## src/rtl/uart_tx_pkg.sv

```systemverilog
// Shared definitions for the uart_tx transmitter: frame shape, FSM encoding,
// FIFO entry layout and the small elaboration-time helpers.
package uart_tx_pkg;

   // Frame shape: one start bit, eight data bits (LSB first), stop bit(s).
   localparam int DATA_BITS  = 8;
   localparam int STOP_BITS  = 1;
   localparam int FRAME_BITS = 1 + DATA_BITS + STOP_BITS;

   // Transmit FSM states.
   typedef enum logic [2:0] {
      ST_IDLE  = 3'd0,
      ST_START = 3'd1,
      ST_DATA  = 3'd2,
      ST_STOP  = 3'd3,
      ST_GAP   = 3'd4
   } tx_state_e;

   // One queued byte plus its end-of-packet marker.
   typedef struct packed {
      logic                 last;
      logic [DATA_BITS-1:0] data;
   } tx_entry_t;

   // Clocks spent on each bit; integer division, the line is timed from this.
   function automatic int clks_per_bit(input int clk_freq, input int baud);
      return clk_freq / baud;
   endfunction

   // Width of a counter that has to hold 0..n-1; never narrower than one bit.
   function automatic int cnt_width(input int n);
      return (n <= 2) ? 1 : $clog2(n);
   endfunction

endpackage

```

## src/rtl/uart_tx_fifo.sv

```systemverilog
// Synchronous byte FIFO feeding the transmitter. Pointers carry one extra
// wrap bit so full and empty are told apart without an occupancy counter.
module uart_tx_fifo
   import uart_tx_pkg::*;
#(
   parameter int DEPTH = 4
)
(
   input  logic      clk,
   input  logic      rst,
   input  logic      wr_valid,
   input  tx_entry_t wr_entry,
   output logic      wr_ready,
   input  logic      rd_en,
   output tx_entry_t rd_entry,
   output logic      empty
);

   localparam int AW = $clog2(DEPTH);

   logic [AW:0] wr_ptr_q, wr_ptr_d;
   logic [AW:0] rd_ptr_q, rd_ptr_d;
   tx_entry_t   mem_q [DEPTH];
   tx_entry_t   mem_d [DEPTH];
   logic        full;
   logic        wr_en;
   logic        rd_do;

   // Full when the wrap bits differ and the index bits match.
   assign full     = (wr_ptr_q[AW] != rd_ptr_q[AW]) &&
                     (wr_ptr_q[AW-1:0] == rd_ptr_q[AW-1:0]);
   assign empty    = (wr_ptr_q == rd_ptr_q);
   // Writes offered while full are simply not taken.
   assign wr_ready = ~full & ~rst;
   assign wr_en    = wr_valid & wr_ready;
   assign rd_do    = rd_en & ~empty;
   assign rd_entry = mem_q[rd_ptr_q[AW-1:0]];

   // Next pointer values and storage contents.
   always_comb begin
      wr_ptr_d = wr_ptr_q;
      rd_ptr_d = rd_ptr_q;
      mem_d    = mem_q;
      if (wr_en) begin
         mem_d[wr_ptr_q[AW-1:0]] = wr_entry;
         wr_ptr_d = wr_ptr_q + (AW+1)'(1);
      end
      if (rd_do) begin
         rd_ptr_d = rd_ptr_q + (AW+1)'(1);
      end
   end

   // Pointer registers; reset flushes the queue.
   always_ff @(posedge clk) begin
      if (rst) begin
         wr_ptr_q <= '0;
         rd_ptr_q <= '0;
      end else begin
         wr_ptr_q <= wr_ptr_d;
         rd_ptr_q <= rd_ptr_d;
      end
   end

   // Storage array; contents are don't-care until written.
   always_ff @(posedge clk) begin
      mem_q <= mem_d;
   end

endmodule

```

## src/rtl/uart_tx.sv

```systemverilog
// 8N1 UART transmitter with a small input FIFO and an optional idle gap after
// packet-closing bytes so the far receiver can detect end-of-packet.
// Valid/ready: a byte (with its last flag) is taken on the rising clk edge where
// tx_valid and tx_ready are both high; tx_ready never depends on tx_valid.
module uart_tx
   import uart_tx_pkg::*;
#(
   parameter int clk_freq   = 15360000,
   parameter int baud       = 614400,
   parameter int fifo_depth = 4,
   parameter int gap_bits   = 4
)
(
   input  logic       clk,
   input  logic       rst,
   input  logic [7:0] tx_data,
   input  logic       tx_valid,
   input  logic       tx_last,
   output logic       tx_ready,
   output logic       tx,
   output logic       tx_busy,
   output logic       tx_idle
);

   localparam int CPB   = clks_per_bit(clk_freq, baud);
   localparam int DIV_W = cnt_width(CPB);
   localparam int GAP_W = cnt_width(gap_bits);

   tx_entry_t            wr_entry;
   tx_entry_t            rd_entry;
   logic                 fifo_empty;
   logic                 pop;

   tx_state_e            state_q, state_d;
   logic [DIV_W-1:0]     div_q, div_d;
   logic [2:0]           bit_cnt_q, bit_cnt_d;
   logic [GAP_W-1:0]     gap_cnt_q, gap_cnt_d;
   logic [DATA_BITS-1:0] shift_q, shift_d;
   logic                 last_q, last_d;
   logic                 tx_q, tx_d;
   logic                 busy_q, busy_d;
   logic                 idle_q, idle_d;
   logic                 bit_done;

   assign wr_entry = '{last: tx_last, data: tx_data};

   uart_tx_fifo #(
      .DEPTH (fifo_depth)
   ) u_fifo (
      .clk      (clk),
      .rst      (rst),
      .wr_valid (tx_valid),
      .wr_entry (wr_entry),
      .wr_ready (tx_ready),
      .rd_en    (pop),
      .rd_entry (rd_entry),
      .empty    (fifo_empty)
   );

   // Last clock of the current bit-time.
   assign bit_done = (div_q == DIV_W'(CPB - 1));

   // FSM next state, bit-time divider, counters and the line value.
   // The line and status outputs are registered from the current state, so
   // they trail the state by one clock; every segment keeps its full length.
   always_comb begin
      state_d   = state_q;
      div_d     = div_q;
      bit_cnt_d = bit_cnt_q;
      gap_cnt_d = gap_cnt_q;
      shift_d   = shift_q;
      last_d    = last_q;
      pop       = 1'b0;

      if (state_q != ST_IDLE) begin
         div_d = bit_done ? '0 : div_q + DIV_W'(1);
      end

      case (state_q)
         ST_IDLE: begin
            div_d = '0;
            if (!fifo_empty) begin
               pop     = 1'b1;
               shift_d = rd_entry.data;
               last_d  = rd_entry.last;
               state_d = ST_START;
            end
         end
         ST_START: begin
            if (bit_done) begin
               state_d   = ST_DATA;
               bit_cnt_d = '0;
            end
         end
         ST_DATA: begin
            if (bit_done) begin
               shift_d = shift_q >> 1;
               if (bit_cnt_q == 3'(DATA_BITS - 1)) begin
                  state_d   = ST_STOP;
                  bit_cnt_d = '0;
               end else begin
                  bit_cnt_d = bit_cnt_q + 3'd1;
               end
            end
         end
         ST_STOP: begin
            if (bit_done) begin
               if (bit_cnt_q != 3'(STOP_BITS - 1)) begin
                  bit_cnt_d = bit_cnt_q + 3'd1;
               end else if (last_q) begin
                  state_d   = ST_GAP;
                  gap_cnt_d = '0;
               end else if (!fifo_empty) begin
                  // Next start bit follows the stop bit with no idle clock.
                  pop     = 1'b1;
                  shift_d = rd_entry.data;
                  last_d  = rd_entry.last;
                  state_d = ST_START;
               end else begin
                  state_d = ST_IDLE;
               end
            end
         end
         ST_GAP: begin
            if (bit_done) begin
               if (gap_cnt_q != GAP_W'(gap_bits - 1)) begin
                  gap_cnt_d = gap_cnt_q + GAP_W'(1);
               end else if (!fifo_empty) begin
                  pop     = 1'b1;
                  shift_d = rd_entry.data;
                  last_d  = rd_entry.last;
                  state_d = ST_START;
               end else begin
                  state_d = ST_IDLE;
               end
            end
         end
         default: begin
            state_d = ST_IDLE;
         end
      endcase

      case (state_q)
         ST_START: tx_d = 1'b0;
         ST_DATA:  tx_d = shift_q[0];
         default:  tx_d = 1'b1;
      endcase

      busy_d = (state_q != ST_IDLE);
      idle_d = (state_q == ST_IDLE) & fifo_empty;
   end

   // FSM and output registers; reset abandons any frame in flight.
   always_ff @(posedge clk) begin
      if (rst) begin
         state_q   <= ST_IDLE;
         div_q     <= '0;
         bit_cnt_q <= '0;
         gap_cnt_q <= '0;
         shift_q   <= '0;
         last_q    <= 1'b0;
         tx_q      <= 1'b1;
         busy_q    <= 1'b0;
         idle_q    <= 1'b1;
      end else begin
         state_q   <= state_d;
         div_q     <= div_d;
         bit_cnt_q <= bit_cnt_d;
         gap_cnt_q <= gap_cnt_d;
         shift_q   <= shift_d;
         last_q    <= last_d;
         tx_q      <= tx_d;
         busy_q    <= busy_d;
         idle_q    <= idle_d;
      end
   end

   assign tx      = tx_q;
   assign tx_busy = busy_q;
   assign tx_idle = idle_q;

endmodule

```

## config.mk

```make
export PLATFORM = sky130hd
export DESIGN_NAME = uart_tx
export DESIGN_NICKNAME = d
export VERILOG_FILES = /design/src/rtl/uart_tx_pkg.sv /design/src/rtl/uart_tx_fifo.sv /design/src/rtl/uart_tx.sv
export SDC_FILE = /design/constraint.sdc
export NUM_CORES = 1
export LEC_CHECK = 0
export CORE_ASPECT_RATIO = 1.4
export CORE_MARGIN = 3
export CORE_UTILIZATION = 30
export DETAILED_ROUTE_END_ITERATION = 8
export PLACE_DENSITY = 0.53
export SLEW_MARGIN = 40
export SYNTH_ARGS = -nofsm -noshare
export SYNTH_HDL_FRONTEND = slang
export SYNTH_SLANG_ARGS = --single-unit
```

## constraint.sdc

```tcl
create_clock -name clk -period 2.4 [get_ports clk]
set_input_delay 0.72 -clock clk [delete_from_list [all_inputs] [get_ports clk]]
set_output_delay 0.72 -clock clk [all_outputs]
set_load 0.005 [all_outputs]
```

* After elaboration in Yosys (flattened, before gate mapping)
Cells that the tools add are included.
W data, S select, Z words.
** Storage, ports and cells
- Register bits after elaboration :: 67
- Bits in latches :: 0
- RAM bits :: 0
- ROM bits :: 0
- Input port bits :: 12
- Output and inout port bits :: 4
- Memories :: 0
** Operators by class
- Add/subtract/negate cells :: 5
- Multiply operators :: 0
- Divide/modulo/power cells :: 0
- $lt $le $gt $ge :: 3
- Equality and inequality tests :: 22
- Shift-type cells :: 0
- Mux-type cells :: 54
- Bitwise operators :: 9
- Reductions and logical operators :: 15
** Operators by type and width (number)
- $mux W8 :: 7
- $mux W3 :: 14
- $bwmux W36 :: 1
- $pmux W8 S4 :: 1
- $mux W9 :: 3
- $ne A2 B2 Y1 const B :: 13
- $bmux W9 S2 :: 1
- $demux W9 S2 :: 1
- $pmux W3 S5 :: 1
- $mux W1 :: 14
- $reduce_bool A3 Y1 :: 4
- $mux W2 :: 5
- $reduce_and A5 Y1 :: 2
- $add A3 B1 Y3 const B :: 3
- $pmux W3 S3 :: 1
- $reduce_and A8 Y1 :: 1
- $reduce_and A7 Y1 :: 1
- $eq A3 B2 Y1 const B :: 2
- $eq A3 B3 Y1 const B :: 2
- $ge A3 B3 Y1 const B :: 2
- $not A2 Y3 :: 2
- $pmux W1 S3 :: 2
- $reduce_and A6 Y1 :: 1
- $add A5 B1 Y5 const B :: 1
- 17 further kinds :: 23

* Depth between registers and ports, before layout
- Depth in word-level cells :: 9
- Depth in mapped cells :: 8

* Modules after synthesis
Synthesis repeated with hierarchy kept, for this count alone.
** Second synthesis, totals
- Cells, all modules :: 282
- Area total of the unflattened synthesis :: 3334.4 um2
** By module, submodules not included
- uart_tx_fifo :: times used 1, cells an instance 113, area each 1843.0 um2
- uart_tx :: times used 1, cells an instance 169, area each 1491.4 um2

* Worst setup path before layout
OpenSTA, ideal clock, no wires.
- Kind :: input port to output port
- From :: input port rst
- To :: output port tx_ready
- Data arrival time :: 1.335 ns
- Path slack :: 0.345 ns
- Stages :: 3
- Cells stage by stage :: clkbuf_1 -> clkbuf_1 -> nor2_1
** On the way
- Longest elaborated chain between the ends :: 2
** RTL lines
- from (decl) :: RTL line uart_tx.sv:15 : input logic rst,
- $not A1 Y1 :: RTL line uart_tx_fifo.sv:34 : assign wr_ready = ~full & ~rst;
- $and A1 B1 Y1 :: RTL line uart_tx_fifo.sv:34
- to (decl) :: RTL line uart_tx.sv:19 : output logic tx_ready,
Every way passes these cells.

* Worst setup path after layout
Same ends and word-level chain as after synthesis.

==> results_dict.tcl <==
set metrics [dict create \
    start_util 0.309 \
    fin_area_um2 3790 \
    clock_latency_ns 0.33 \
    cts_root_buf "clkbuf_16" \
    coreArea_um2 9950 \
    die_area_um2 11500 \
    dr_wl_met3_um 165 \
    worst_pin_slew_ns 0.498 \
    finalMaxSlewViolations 0 \
    netlist_area_um2 3070 \
    regToRegSetupSlack_ns 0.43 \
    clock_skew_ns 0.00544 \
    synth_fa_ha_area_frac 0.0448 \
    cts.sinks 67 \
    crit_arrival_ns 1.60 \
    layout_common_cells "edfxtp_1 (36), dfxtp_1 (29), nor2_1 (18)" \
    clk_path_buf_depth 2 \
    hpwl_mm 4.22 \
    rsz0062_at_grt "false" \
    hold_path.class "reg -> reg" \
    ys.flop_type "edfxtp_1" \
    ctsHoldBuffers 0 \
    gr-total-overflow 0 \
    multi_input_comb_area_um2 1240 \
    nets 303 \
    synth_area_leaders "edfxtp_1 (35%), dfxtp_1 (20%), mux4_2 (6.6%)" \
    antenna_found_initial 0 \
    wl_met1_mm 2.72 \
    ys_seq_elements 67 \
    ys_async_sr_fraction 0 \
    end_kind "output port" \
    grt_use_total 0.117 \
    die_x_um 91.5 \
    power_mw 3.51 \
    routedWlPerCell_um 14.5 \
    synth_top_area_frac 0.352 \
    stdcell_count 420 \
    fin_crit_ns 2.32 \
    dr_total_vias 2020 \
    placed_area_um2 3470 \
    grt_pass1_wl_mm 10.6 \
    grt_max_degree 27 \
    top_layer "met4" \
    first_global_vias 2133 \
    synthSimpleGateAreaFrac 0.132 \
    met2RoutedLength_mm 3.09 \
    setup_tns_ns 0 \
    cp.required_ns 1.68 \
    drt_iter0_drc 87 \
    synth.distinct_cells 51 \
    num_antenna_cells 0 \
    fmax_mhz 430 \
    drc 0 \
    viasPerCell 4.81 \
    final_antenna_net_count 0 \
    startpoint_type "input pin" \
    place.gp.congestion 0.795 \
    setup_viol 0 \
    rows 43 \
    critPathKind "in -> out" \
    cts_tree "yes" \
    final_common_cell "edfxtp_1" \
    maxCapViolations 0 \
    synth_edf_count 36 \
    synth.avg_cell_area_um2 12.1 \
    fill_cells 982 \
    setup_ws_ns 0.0758 \
    synth_area_leader_cell "edfxtp_1" \
    synth_fp_nets 277 \
    peakVddDrop_uv 426 \
    dpl.cell_count 404 \
    pre_cts_ws_ns -0.169 \
    synthXorXnorAreaFrac 0.0314 \
    regArea_um2 1700 \
    synth_warnings 0 \
    drive_gt1_frac 0.165 \
    power_density_nw_per_um2 928 \
    cts_made_buffers 9 \
    muxShareOfSynthArea 0.0692 \
    dieHeight_um 126 \
    p_leak_nw 1.32 \
    slew_headroom 0.666 \
    synth_cells 254 \
    clk_pin_slew_ns 0.06 \
    synth_compound_area_frac 0.121 \
    routed_wirelength_mm 6.09 \
    portBuffers 15 \
    htree_levels 3 \
    synth_top_family_by_area "simple AND/OR/NAND/NOR gates" \
    timing.final.crit_share 0.968 \
    yosysSeqAreaShare 0.554 \
    area_delta_synth_final_pct 23.2 \
    cp_max_fo 2 \
    first_pass_iters 4 \
    io-pin-count 16 \
    outcome "completed" \
    finalHoldViolCount 0 \
]
[power breakdown]
| part | switching (mW) | internal (mW) |
|---|---|---|
| sequential | 0.0819 | 1.33 |
| combinational | 0.391 | 0.397 |
| clock | 0.507 | 0.810 |
[cells in the mapped netlist (all sizes together), types with 2 or more instances]
cell / number
edfxtp: 36
dfxtp: 31
nor2: 19
inv: 16
a21oi: 12
and2: 12
ha: 11
o21ai: 10
buf: 9
mux4: 9
nand2: 9
a221oi: 7
a311oi: 7
clkbuf: 6
nand3: 6
xor2: 6
xnor2: 5
nand2b: 4
nand4: 4
nor3: 4
nor2b: 3
a211o: 2
and4b: 2
o311a: 2
or3: 2
[cell families (layout without fill, tap and decap cells)]
logic type	count (synthesis)	after routing
buffers and inverters	31	62
muxes	10	10
AOI/OAI and AO/OA	50	50
xor gates and xnor gates	11	11
adders and majority gates	11	11
and+or+nand+nor	74	74
DFF	67	67
[sequential cells by signal, indices dropped and copies added, names as in the netlist]
name	flops
u_fifo.wr_ptr_q	3
tx_idle	1
u_fifo.mem_q	36
bit_cnt_q	3
div_q	5
u_fifo.rd_ptr_q	3
tx_busy	1
shift_q	8
last_q	1
state_q	3
tx	1
gap_cnt_q	2
[critical path, stage by stage]
cell	delay (ns)
dlygate4sd2_1	0.27
nor2_1	0.11
clkdlybuf4s50_1	0.51
[through the flow]
step / utilization / hold slack [ns]
2_1_floorplan: - / 0.430
3_3_place_gp: 0.349 / 0.451
3_5_place_dp: 0.349 / 0.455
4_1_cts: 0.379 / 0.466
5_1_grt: 0.381 / 0.485
6_report: 0.381 / 0.462
[area by class of cell]
cell class	count	share of cell area
Clock inverter	7	0.0202
Clock buffer	9	0.0595
Timing Repair Buffer	30	0.0823
Sequential cell	67	0.450
Tap cell	135	0.0446
Inverter	16	0.0159
Multi-Input combinational cell	156	0.328
[worst paths after layout]
kind,startpoint,endpoint,depth (start not counted)
max,rst,tx_ready,3
min,div_q[0]$_SDFFE_PP0N_,div_q[0]$_SDFFE_PP0N_,1
max reg2reg,state_q[0]$_SDFFE_PP0P_,shift_q[2]$_SDFFE_PP0P_,5
min reg2reg,div_q[0]$_SDFFE_PP0N_,div_q[0]$_SDFFE_PP0N_,1
[metal layers]
layer | track usage | up-vias
li1 | - | 997
met1 | 0.140 | 989
met4 | 0.0542 | 0
met5 | 0 | -
met2 | 0.197 | 23
met3 | 0.0311 | 11
[timing repair]
| item | 4_1_cts | 5_1_grt |
|---|---|---|
| gates resized for setup | 1 | 4 |
| gates cloned | 0 | 0 |
| setup buffers | 0 | 0 |
| pin swaps | 0 | 1 |
| endpoints found under the hold margin | 0 | 0 |
| endpoints found under the setup margin | 1 | 1 |
Power figures use the tool's default switching activity.
